`src/rtl/constants.svh`:
```
// Project-wide numeric defaults shared by the audio datapath blocks.
`ifndef CONSTANTS_SVH
`define CONSTANTS_SVH

`define SAMPLE_WIDTH 24

`endif

```
`src/rtl/protocol_pkg.sv`:
```
// Shared protocol types for the I2S receive path.
package protocol_pkg;

    typedef enum logic [1:0] {
        HUNT,
        SYNC,
        LOCKED
    } i2s_rx_state_t;

endpackage

```
`src/rtl/sync_edge.sv`:
```
// Two-flop synchronizer for an asynchronous level, plus a third stage for edge detection.
module sync_edge (
    input  logic clk,
    input  logic rst,
    input  logic din,
    output logic sync,
    output logic rise,
    output logic fall
);

    logic [2:0] pipe;

    always_ff @(posedge clk or posedge rst) begin
        if (rst) begin
            pipe <= '0;
        end else begin
            // NOTE: non-blocking assignment keeps each stage one clk behind the previous one.
            pipe <= {pipe[1:0], din};
        end
    end

    assign sync = pipe[1];
    assign rise = pipe[1] & ~pipe[2];
    assign fall = ~pipe[1] & pipe[2];

endmodule

```
`src/rtl/i2s_receiver.sv`:
```
// I2S/Philips serial receiver: recovers left/right words from sclk/lrclk/sd and
// publishes a pair once framing is stable.
`include "constants.svh"

module i2s_receiver
    import protocol_pkg::*;
#(
    parameter int WIDTH = `SAMPLE_WIDTH
) (
    input  logic             clk,
    input  logic             rst,
    input  logic             enable,
    input  logic             sclk,
    input  logic             lrclk,
    input  logic             sd,
    output logic [WIDTH-1:0] left_data,
    output logic [WIDTH-1:0] right_data,
    output logic             sample_valid,
    output logic             locked,
    output logic             frame_err
);

    localparam int CW = $clog2(WIDTH + 2);

    logic             sclk_rise, lr_s, sd_s;
    logic             unused_sclk_sync, unused_sclk_fall, unused_lr_rise, unused_lr_fall;
    logic [1:0]       sd_pipe;

    logic [CW-1:0]    bit_cnt;
    logic [WIDTH-1:0] shift_reg, left_hold;
    logic             prev_lr, word_done, word_done_q, word_ok, word_ch;

    i2s_rx_state_t    state, next_state;
    logic             good_seen, next_good_seen;
    logic             held, next_held;
    logic             capture_left, publish, error;

    sync_edge u_sclk_sync (
        .clk  (clk),
        .rst  (rst),
        .din  (sclk),
        .sync (unused_sclk_sync),
        .rise (sclk_rise),
        .fall (unused_sclk_fall)
    );

    sync_edge u_lrclk_sync (
        .clk  (clk),
        .rst  (rst),
        .din  (lrclk),
        .sync (lr_s),
        .rise (unused_lr_rise),
        .fall (unused_lr_fall)
    );

    // sd gets the same two-stage delay so it lines up with the detected sclk edge.
    always_ff @(posedge clk or posedge rst) begin
        if (rst) sd_pipe <= '0;
        else     sd_pipe <= {sd_pipe[0], sd};
    end
    assign sd_s = sd_pipe[1];

    // Bit capture. shift_reg stays untouched until the next sclk rise, which is at
    // least 4 clk away, so the FSM two clks later still sees the completed word.
    always_ff @(posedge clk or posedge rst) begin
        if (rst) begin
            // NOTE: the shift register is reset too, so a frame cut by reset never leaks stale bits.
            shift_reg   <= '0;
            bit_cnt     <= '0;
            prev_lr     <= 1'b0;
            word_done   <= 1'b0;
            word_done_q <= 1'b0;
            word_ok     <= 1'b0;
            word_ch     <= 1'b0;
        end else begin
            word_done   <= 1'b0;
            word_done_q <= word_done & enable;
            if (sclk_rise) begin
                shift_reg <= {shift_reg[WIDTH-2:0], sd_s};
                prev_lr   <= lr_s;
                if (lr_s != prev_lr) begin
                    word_done <= enable;
                    word_ok   <= (bit_cnt == CW'(WIDTH - 1));
                    word_ch   <= prev_lr;
                    bit_cnt   <= '0;
                end else if (bit_cnt != CW'(WIDTH + 1)) begin
                    bit_cnt <= bit_cnt + CW'(1);
                end
            end
        end
    end

    always_comb begin
        // NOTE: every output of this block gets a default first, so no path can infer a latch.
        next_state     = state;
        next_good_seen = good_seen;
        next_held      = held;
        capture_left   = 1'b0;
        publish        = 1'b0;
        error          = 1'b0;
        if (!enable) begin
            next_state     = HUNT;
            next_good_seen = 1'b0;
            next_held      = 1'b0;
        end else if (word_done_q) begin
            case (state)
                HUNT: begin
                    next_state     = SYNC;
                    next_good_seen = 1'b0;
                    next_held      = 1'b0;
                end
                SYNC, LOCKED: begin
                    if (!word_ok) begin
                        error          = 1'b1;
                        next_state     = SYNC;
                        next_good_seen = 1'b0;
                        next_held      = 1'b0;
                    end else begin
                        if (state == SYNC) begin
                            if (good_seen) begin
                                next_state     = LOCKED;
                                next_good_seen = 1'b0;
                            end else begin
                                next_good_seen = 1'b1;
                            end
                        end
                        if (!word_ch) begin
                            capture_left = 1'b1;
                            next_held    = 1'b1;
                        end else begin
                            publish   = held && (next_state == LOCKED);
                            next_held = 1'b0;
                        end
                    end
                end
                default: next_state = HUNT;
            endcase
        end
    end

    always_ff @(posedge clk or posedge rst) begin
        if (rst) begin
            state        <= HUNT;
            good_seen    <= 1'b0;
            held         <= 1'b0;
            left_hold    <= '0;
            left_data    <= '0;
            right_data   <= '0;
            sample_valid <= 1'b0;
            frame_err    <= 1'b0;
        end else begin
            state        <= next_state;
            good_seen    <= next_good_seen;
            held         <= next_held;
            sample_valid <= publish;
            frame_err    <= error;
            if (capture_left) left_hold <= shift_reg;
            if (publish) begin
                left_data  <= left_hold;
                right_data <= shift_reg;
            end
        end
    end

    assign locked = (state == LOCKED);

endmodule
```
`config.mk`:
```
export PLATFORM = sky130hd
export DESIGN_NAME = i2s_receiver
export DESIGN_NICKNAME = d
export VERILOG_FILES = /design/src/rtl/protocol_pkg.sv /design/src/rtl/sync_edge.sv /design/src/rtl/i2s_receiver.sv
export VERILOG_INCLUDE_DIRS = /design/src /design/src/rtl
export SDC_FILE = /design/constraint.sdc
export NUM_CORES = 1
export LEC_CHECK = 0
export ABC_AREA = 1
export CAP_MARGIN = 40
export CORE_ASPECT_RATIO = 1.25
export CORE_MARGIN = 1.5
export CORE_UTILIZATION = 55
export CTS_CLUSTER_SIZE = 20
export DETAILED_ROUTE_END_ITERATION = 16
export GPL_TIMING_DRIVEN = 0
export PLACE_DENSITY_LB_ADDON = 0.12
export SLEW_MARGIN = 20
export SYNTH_ARGS = -nofsm -noshare
export SYNTH_HDL_FRONTEND = slang
export SYNTH_SLANG_ARGS = --single-unit
```
`constraint.sdc`:
```
create_clock -name clk -period 5.03 [get_ports clk]
set_input_delay 0.503 -clock clk [delete_from_list [all_inputs] [get_ports clk]]
set_output_delay 0.503 -clock clk [all_outputs]
set_load 0.005 [all_outputs]
```
# Yosys cells after proc, flatten, opt, wreduce, memory -nomap -nowiden
# Index checks and enable logic that the tools add are counted.
[op_classes] addsub=1 eq_ne=9 muxes=37 n_bitwise=3 reduce_logical=8
[ops] op="two-way mux 1 bit" n=23
[ops] op="two-way mux 2 bit" n=9
[ops] op="two-way mux 5 bit" n=2
[ops] op="AND reduction 2 bit" n=3
[ops] op="adder 5 x 1 -> 5 bit (second input constant)" n=1
[ops] op="equality test 5 bit (second input constant)" n=1
[ops] op="!= test 5 bit (second input constant)" n=1
[ops] op="equality test 2 bit (second input constant)" n=2
[ops] op="!= test 4 bit (second input constant)" n=1
[ops] op="case mux 1 bit (2 select lines)" n=2
[ops] op="case mux 2 bit (2 select lines)" n=1
[ops] op="!= test 3 x 1 -> 1 bit (second input constant)" n=1
[ops] op="AND reduction 3 bit" n=1
[ops] op="AND 1 bit" n=2
[ops] op="equality test 2 x 1 -> 1 bit (second input constant)" n=1
[ops] op="zero test 2 bit" n=1
[ops] op="!= test 2 x 1 -> 1 bit (second input constant)" n=1
[ops] op="nonzero test 2 bit" n=1
[ops] op="OR reduction 2 bit" n=1
[ops] op="logical AND 1 bit" n=1
[ops] op="!= test 1 bit" n=1
[ops] op="NOT 1 bit" n=1
[totals] reg_bits=119 input_bits=6 word_cells=76

# Depth between registers and ports, before layout
# Gate-level depths: netlist of run 1.
[depth] word_depth=13 ltp_mapped=9 depth_no_buf=8

# By module
# Synthesis of run 1 repeated with hierarchy kept, for this count alone.
[hier_totals] cells_unflattened=495 hier_area_um2=4647.0
[by_module_without_submodules] module="i2s_receiver" instances=1 cells_per_inst=479 area_each_um2=4459.3
[by_module_without_submodules] module="sync_edge" instances=2 cells_per_inst=8 area_each_um2=93.8

# Worst setup path before layout of run 1
# OpenSTA, ideal clock, no wires.
[synth_path] path_type="register -> register" startpoint="reg state[0]" endpoint="reg left_hold[0]" arrival_ns=1.513 path_slack_ns=3.387 path_stages_with_launch=10 path_buffers=2 period_less_slack_ns=1.643 path_cell_list="dfrtp_1 -> inv_1 -> ha_1 -> nand3_1 -> nor2_1 -> nand2_1 -> buf_4 -> buf_6 -> nand2_1 -> o21ai_0"
[synth_between] elab_chain_cells=5
[synth_lines] element="start: declaration" line="i2s_receiver.sv:33" text="i2s_rx_state_t state, next_state;"
[synth_lines] element="start signal: assignment" line="i2s_receiver.sv:152" text="state <= next_state;"
[synth_lines] element="equality test 2 bit / equality test 2 x 1 -> 1 bit (equally long branches)" line="i2s_receiver.sv:106" text="case (state)"
[synth_lines] element="OR reduction 2 bit *" line="i2s_receiver.sv:106"
[synth_lines] element="two-way mux 1 bit *" line="i2s_receiver.sv:106"
[synth_lines] element="two-way mux 1 bit *" line="i2s_receiver.sv:105" text="end else if (word_done_q) begin"
[synth_lines] element="two-way mux 1 bit *" line="i2s_receiver.sv:101" text="if (!enable) begin"
[synth_lines] element="end signal: assignment" line="i2s_receiver.sv:157" text="if (capture_left) left_hold <= shift_reg;"
[synth_lines] element="end: declaration" line="i2s_receiver.sv:30" text="logic [WIDTH-1:0] shift_reg, left_hold;"
# Mark *: on every way between the ends. The rest lies on a longest branch, timed or not.
# A chain may end at the register's enable or synchronous reset.

# Worst setup path in the final report of run 1
[layout_path] startpoint="reg state[0]" endpoint="out locked"
[layout_between] elab_chain_cells=1
[layout_lines] element="equality test 2 bit" line="i2s_receiver.sv:165" text="assign locked = (state == LOCKED);"
[layout_lines] element="end: declaration" line="i2s_receiver.sv:19" text="output logic locked,"
# Every way passes these cells.

==> out/summary.txt, run 1 <==
RUN STATUS
-------------------------------------------------------------------------------------------------
Run status .........................................................................    completed

SYNTH
-------------------------------------------------------------------------------------------------
Xor/xnor cell area share of the yosys netlist ......................................            0
Yosys warning count ................................................................            0
FF+latch count, synth ..............................................................          119
Avg Inst Size Synth ................................................................     9.47 um2
Biggest area contributors in the synthesized netlist ............................... sky130_fd_sc_hd__dfrtp_1 65%, sky130_fd_sc_hd__nand2_1 15%, sky130_fd_sc_hd__o21ai_0 6.4%, sky130_fd_sc_hd__inv_1 3.6%, sky130_fd_sc_hd__o21ai_1 2.2%
Sequential area share after synthesis ..............................................        0.649
Portion of synthesized cell area occupied by the leading cell type .................        0.649
Post-synth net total ...............................................................          498
Largest family of logic cells by synthesized area .................................. simple AND/OR/NAND/NOR gates
Cell taking the most area after synthesis .......................................... sky130_fd_sc_hd__dfrtp_1
Number of distinct library cell variants in the gate-level netlist after synthesis .           19
Simple-gate share of the synthesized area ..........................................        0.180
Synthesized cell area ..............................................................  0.00459 mm2
Compound-gate portion of the synthesized area ......................................       0.0910
Post-synthesis instance total ......................................................          485
Synth Area in Adders ...............................................................       0.0191
Mux cell area share after synthesis ................................................            0

CLOCKING
-------------------------------------------------------------------------------------------------
Source-to-sink clock delay at the later pin of the worst-skew pair .................       520 ps
Hold-fix buffers at CTS ............................................................            0
Resized Gates After CTS ............................................................            0
TritonCTS clock tree ...............................................................         done
Clock buffers created by TritonCTS .................................................           17
Clock Pin Slew Worst Setup and Hold Paths ..........................................        60 ps
Clock tree root buffer cell ........................................................ sky130_fd_sc_hd__clkbuf_8
Post-CTS Repair Setup Buffers ......................................................            0
Maximum count of clock buffers along a single path .................................            2
H-tree levels ......................................................................            4
Clock sink total ...................................................................          119

CRITICAL PATH
-------------------------------------------------------------------------------------------------
Data required time of the worst path ...............................................      4530 ps
Category of the critical setup timing path .........................................   reg -> out
Start of the worst register-to-register path .......................................     state[0]
Cell depth of the worst flop-to-flop path ..........................................            8
First element of the critical path .................................................     state[0]
FF-to-FF setup slack ...............................................................      2960 ps
Terminus of the critical flop-to-flop path ......................................... left_hold[14]
Worst endpoint data arrival time ...................................................      1720 ps
Startpoint type of the worst setup path ............................................     register
Biggest fanout along the worst timing path .........................................            6
Sort of element at the end of the critical path ....................................   output pin

STA
-------------------------------------------------------------------------------------------------
Final count of pins violating max slew .............................................            0
Worst Slack Setup Final ............................................................      2810 ps
Final setup fails ..................................................................            0
Final critical path time including I/O delays and setup ............................      2220 ps
Share of the clock period used by the worst path ...................................        0.441
Transition at the pin with the smallest max-transition slack .......................       571 ps
Final number of hold-violating endpoints ...........................................            0
Max Clock Skew .....................................................................      10.3 ps
Post-route setup TNS ...............................................................         0 ps
Maximum clock frequency ............................................................      451 MHz
Worst slew margin relative to its limit ............................................        0.619
Setup repair after global routing missed its margin ................................        false

FINISH
-------------------------------------------------------------------------------------------------
Synth-to-Final Area Change .........................................................        28.7%
Net total in the final layout ......................................................          574
Fraction of layout cells with a size suffix above 1 ................................       0.0767
Fill cell instance count of the final layout .......................................          558
Antenna diode instance count .......................................................            0
Share of the core filled with cells ................................................        0.725
Final design area excluding fillers ................................................  0.00591 mm2

DIE
-------------------------------------------------------------------------------------------------
Number of cell rows ................................................................           37
Starting density of the core .......................................................        0.564
Die Wd .............................................................................      84.7 um
Die Height .........................................................................       105 um
Number of placed I/O pins ..........................................................           57
Total die area .....................................................................  0.00891 mm2
Core footprint .....................................................................  0.00815 mm2

ROUTE
-------------------------------------------------------------------------------------------------
Vias ...............................................................................         3514
Number of remaining DRC errors .....................................................            0
Total Wirelength ...................................................................      9.87 mm
Detailed-route wire length per cell ................................................      14.7 um
Vias per cell ......................................................................         5.24
First drt pass iteration count .....................................................            5
Routed Antenna Nets ................................................................            0
Number of DRC markers in iteration 0 ...............................................          270

POWER
-------------------------------------------------------------------------------------------------
Static Leak ........................................................................      2.85 nW
Worst vdd ir .......................................................................   0.000338 V
Pwr dens ...........................................................................   396 mW/mm2

PLACE
-------------------------------------------------------------------------------------------------
Pre-CTS setup slack ................................................................      2940 ps
Count of input and output buffers ..................................................           56
Last weighted congestion value of the routability-driven placer ....................        0.764
Area post-placement ................................................................  0.00531 mm2
Total half-perimeter wirelength after legalization and detailed placement ..........      6.26 mm

JOB
-------------------------------------------------------------------------------------------------
Max-Cap Viols ......................................................................            0

WORST HOLD PATH
-------------------------------------------------------------------------------------------------
Classification of the worst-slack hold path ........................................  in -> async

GRT
-------------------------------------------------------------------------------------------------
GRT Total Usage ....................................................................        0.252
Total grt overflow .................................................................            0
Initial antenna violation count ....................................................            0
Pin count of the biggest net entering global routing ...............................           85
Number of global-route vias before repair ..........................................         3568
First-pass GRT wire length .........................................................      17.2 mm

[per-stage QoR]
stage / power (mW) / hold slack, ps / cells
2_1_floorplan: 1.09 / 331 / 485
3_3_place_gp: 1.12 / 333 / 638
3_5_place_dp: 1.13 / 336 / 639
4_1_cts: 2.35 / 339 / 671
5_1_grt: 2.43 / 343 / 671
6_report: 2.34 / 341 / 671
[worst max-delay path, stage by stage, from the launching register on]
cell	delay [ps]
sky130_fd_sc_hd__dfrtp_1	440
sky130_fd_sc_hd__inv_1	130
sky130_fd_sc_hd__ha_1	150
sky130_fd_sc_hd__clkdlybuf4s50_1	490
[worst max path at each step]
| stage | endpoint | slack (ps) | depth (start not counted) |
|---|---|---|---|
| global route | locked | 2700 | 3 |
| CTS | locked | 2800 | 3 |
| detailed placement | left_hold[14] | 2940 | 7 |
| finish | locked | 2810 | 3 |
| floorplan | bit_cnt[0] | 1370 | 1 |
| global placement | left_data[6] | -180 | 2 |
[area by class of cell]
type / instances / area (um2) / area share
timing repair buffer: 57 / 588 / 0.0995
clock buffer: 19 / 422 / 0.0714
tap: 97 / 121 / 0.0205
inverter: 45 / 174 / 0.0294
clock inverter: 13 / 180 / 0.0305
buffer: 21 / 111 / 0.0188
multi-input combinational: 300 / 1330 / 0.226
sequential: 119 / 2980 / 0.504
[layout by cell type, fill, tap and decap left out, types with 3 or more instances in the layout]
master and count:
sky130_fd_sc_hd__clkdlybuf4s50_1 56, sky130_fd_sc_hd__nand2_1 180, sky130_fd_sc_hd__clkbuf_1 14, sky130_fd_sc_hd__nor2_1 13, sky130_fd_sc_hd__nand3_1 11, sky130_fd_sc_hd__buf_6 3, sky130_fd_sc_hd__o21ai_0 59, sky130_fd_sc_hd__ha_1 7
sky130_fd_sc_hd__clkinv_2 4, sky130_fd_sc_hd__dfrtp_1 119, sky130_fd_sc_hd__o21ai_1 20, sky130_fd_sc_hd__nand4_1 4, sky130_fd_sc_hd__buf_2 5, sky130_fd_sc_hd__clkbuf_16 16, sky130_fd_sc_hd__bufinv_16 4, sky130_fd_sc_hd__clkinvlp_4 3
sky130_fd_sc_hd__inv_1 43
[cell families after synthesis]
group | count (synthesis)
and+or+nand+nor | 211
AOI/OAI and AO/OA | 82
buffers and inverters | 66
adders and majority gates | 7
DFF | 119
[report_power, final]
group	switching (mW)	internal, mW	total [mW]
Clock	0.423	0.801	1.22
Combinational	0.0712	0.0274	0.0986
Sequential	0.0237	0.994	1.02
Total	0.518	1.82	2.34
[per-layer routing]
layer | vias up | GRT usage | share of wire
met3 | 11 | 0.0782 | 0.042
met2 | 92 | 0.410 | 0.52
met1 | 1738 | 0.323 | 0.43
met5 | - | 0 | 0
li1 | 1673 | - | -
met4 | 0 | 0.0806 | 0.012
[synth_stat cells]
| cell | n |
|---|---|
| sky130_fd_sc_hd__buf_2 | 5 |
| sky130_fd_sc_hd__buf_4 | 1 |
| sky130_fd_sc_hd__buf_6 | 3 |
| sky130_fd_sc_hd__clkbuf_1 | 12 |
| sky130_fd_sc_hd__dfrtp_1 | 119 |
| sky130_fd_sc_hd__ha_1 | 7 |
| sky130_fd_sc_hd__inv_1 | 44 |
| sky130_fd_sc_hd__inv_2 | 1 |
| sky130_fd_sc_hd__nand2_1 | 180 |
| sky130_fd_sc_hd__nand3_1 | 11 |
| sky130_fd_sc_hd__nand3_2 | 1 |
| sky130_fd_sc_hd__nand4_1 | 4 |
| sky130_fd_sc_hd__nor2_1 | 13 |
| sky130_fd_sc_hd__nor2_2 | 1 |
| sky130_fd_sc_hd__nor3b_1 | 1 |
| sky130_fd_sc_hd__o211ai_1 | 2 |
| sky130_fd_sc_hd__o21ai_0 | 59 |
| sky130_fd_sc_hd__o21ai_1 | 20 |
| sky130_fd_sc_hd__o31ai_1 | 1 |
No activity file was read; power rests on OpenSTA's default activity.
==> run 2, diff against run 1 <==
==> constraint.sdc (replaced) <==
create_clock -name clk -period 2.3 [get_ports clk]
set_input_delay 0.23 -clock clk [delete_from_list [all_inputs] [get_ports clk]]
set_output_delay 0.23 -clock clk [all_outputs]
set_load 0.005 [all_outputs]
==> run 2 against run 1 <==
Against the previous run:
- first-iteration DRC count is 1.5% lower
- sequential share of layout area is 0.075 points higher
- non-clock buffer count is 2 higher
- critical path depth is 5 higher
- routed wire length is 2.1% lower
- combinational power is 120% higher
- cell count is 0.30% higher
- setup slack worse by 2600 ps
- via count is 1.9% lower
- count of clock-buffer cells in the layout is 6 higher
- clock skew is 4.0 ps lower
- global-route usage is 1.1 points lower
- largest cell class unchanged
- largest power group unchanged
- highest routed layer unchanged
==> out/summary.txt, run 2 (same netlist as run 1, synthesis figures left out) <==
ROUTE
----------------------------------------------------------------------------------------
Routed Antenna Nets .......................................................            0
First drt pass iteration count ............................................            5
Detailed-route wire length per cell .......................................      14.4 um
Vias ......................................................................         3446
Number of remaining DRC errors ............................................            0
Vias per cell .............................................................         5.12
Total Wirelength ..........................................................      9.67 mm
Number of DRC markers in iteration 0 ......................................          266

STA
----------------------------------------------------------------------------------------
Setup repair after global routing missed its margin .......................        false
Post-route setup TNS ......................................................         0 ps
Max Clock Skew ............................................................      6.28 ps
Maximum clock frequency ...................................................      481 MHz
Final number of hold-violating endpoints ..................................            0
Final critical path time including I/O delays and setup ...................      2080 ps
Final count of pins violating max slew ....................................            0
Worst slew margin relative to its limit ...................................        0.635
Final setup fails .........................................................            0
Share of the clock period used by the worst path ..........................        0.904
Transition at the pin with the smallest max-transition slack ..............       548 ps

GRT
----------------------------------------------------------------------------------------
Total grt overflow ........................................................            0
First-pass GRT wire length ................................................      16.7 mm
Number of global-route vias before repair .................................         3522
GRT Total Usage ...........................................................        0.241
Initial antenna violation count ...........................................            0
Pin count of the biggest net entering global routing ......................           36

CRITICAL PATH
----------------------------------------------------------------------------------------
Total stage count of the critical path ....................................            8
Startpoint type of the worst setup path ...................................     register
First element of the critical path ........................................     state[0]
Cell depth of the worst flop-to-flop path .................................            8
FF-to-FF setup slack ......................................................       220 ps
Crit path buf inv count ...................................................            2
Data required time of the worst path ......................................      2720 ps
Max stage delay on crit path ..............................................       460 ps
Sort of element at the end of the critical path ...........................     register
Start of the worst register-to-register path ..............................     state[0]
Terminus of the critical flop-to-flop path ................................ left_hold[14]
Worst endpoint data arrival time ..........................................      2500 ps
Cell with the largest stage delay on the worst path ....................... sky130_fd_sc_hd__clkbuf_1
Biggest fanout along the worst timing path ................................           10
CP Cell Sequence .......................................................... inv_1 > ha_1 > nand3_1 > nor2_1 > nand2_1 > clkbuf_1 > nand2_1 > o21ai_0
Family with the most delay on the worst path .............................. buffers and inverters
Most common cell type on the critical path ................................ sky130_fd_sc_hd__nand2_1
Category of the critical setup timing path ................................   reg -> reg

PLACE
----------------------------------------------------------------------------------------
Total half-perimeter wirelength after legalization and detailed placement .      6.39 mm
Last weighted congestion value of the routability-driven placer ...........        0.763
Count of input and output buffers .........................................           56

POWER
----------------------------------------------------------------------------------------
Pwr dens ..................................................................   832 mW/mm2
Static Leak ...............................................................      2.84 nW
Post-layout total power ...................................................      4.91 mW
Worst vdd ir ..............................................................   0.000632 V

FINISH
----------------------------------------------------------------------------------------
Synth-to-Final Area Change ................................................        28.5%
Area of all sequential standard cells .....................................  0.00298 mm2
Leading cell type in the layout, fill and taps excluded ................... sky130_fd_sc_hd__nand2_1
Top library cells by usage in the layout, fill and taps aside ............. 180 x sky130_fd_sc_hd__nand2_1, 119 x sky130_fd_sc_hd__dfrtp_1, 59 x sky130_fd_sc_hd__o21ai_0
Antenna diode instance count ..............................................            0
Fraction of layout cells with a size suffix above 1 .......................       0.0781
Net total in the final layout .............................................          576
Area taken by multi-input logic gates .....................................  0.00133 mm2
Fill cell instance count of the final layout ..............................          578

RUN STATUS
----------------------------------------------------------------------------------------
Run status ................................................................    completed

DIE
----------------------------------------------------------------------------------------
Number of placed I/O pins .................................................           57
Die Height ................................................................       105 um
Die Wd ....................................................................      84.7 um
Starting density of the core ..............................................        0.564
Core footprint ............................................................  0.00815 mm2
Number of cell rows .......................................................           37
Total die area ............................................................  0.00891 mm2

CLOCKING
----------------------------------------------------------------------------------------
Clock Pin Slew Worst Setup and Hold Paths .................................        60 ps
Hold-fix buffers at CTS ...................................................            0
TritonCTS clock tree ......................................................         done
Maximum count of clock buffers along a single path ........................            2
Clock buffers created by TritonCTS ........................................           17
Post-CTS Repair Setup Buffers .............................................            0
Source-to-sink clock delay at the later pin of the worst-skew pair ........       520 ps
Clock sink total ..........................................................          119
Clock tree root buffer cell ............................................... sky130_fd_sc_hd__clkbuf_8
Resized Gates After CTS ...................................................            0
H-tree levels .............................................................            4

JOB
----------------------------------------------------------------------------------------
Max-Cap Viols .............................................................            0

WORST HOLD PATH
----------------------------------------------------------------------------------------
Classification of the worst-slack hold path ...............................  in -> async

-- run 2: cell types whose count changed in the layout (fill, tap and decap cells not counted), sizes merged --
cell / previous run / this run
clkbuf: 31 / 37
bufinv: 4 / 1
clkinv: 6 / 3
buf: 10 / 12
clkinvlp: 3 / 4
inv: 45 / 44
-- run 2: final cells by class --
cell class,count,share of cell area
sequential,119,0.505
clock inverter,7,0.0115
multi-input combinational,300,0.226
inverter,45,0.0293
tap,97,0.0206
clock buffer,25,0.0838
timing repair buffer,59,0.105
buffer,21,0.0189
-- run 2: worst max path at each step --
stage	to	slack [ps]
after detailed placement	left_hold[14]	280
after floorplan	bit_cnt[0]	610
after CTS	left_hold[14]	290
final	left_hold[14]	220
after global routing	left_data[18]	80
after global placement	left_data[6]	-440
-- run 2: routing by layer --
metal	track usage	share of wire	up-vias
met4	0.0899	0.015	0
met5	0	0	-
met3	0.0648	0.040	13
li1	-	-	1685
met2	0.382	0.50	74
met1	0.319	0.44	1674
-- run 2: report_power, final --
| group | switching, mW | internal (mW) | total (mW) | leakage, nW |
|---|---|---|---|---|
| registers | 0.0505 | 2.17 | 2.22 | 1.63 |
| clock network | 0.898 | 1.57 | 2.47 | 0.270 |
| logic | 0.154 | 0.0642 | 0.218 | 0.936 |
| total | 1.10 | 3.81 | 4.91 | 2.84 |
-- run 2: through the flow --
step / utilization / setup slack (ps) / hold slack, ps / std cells / cell area (um2)
after floorplan: - / 615 / 261 / 485 / 4600
after global placement: 0.648 / -445 / 333 / 638 / 5280
after detailed placement: 0.655 / 280 / 338 / 641 / 5340
after CTS: 0.724 / 285 / 65.1 / 673 / 5900
after global routing: 0.724 / 83.3 / 91.7 / 673 / 5900
final: 0.724 / 222 / 72.3 / 673 / 5900
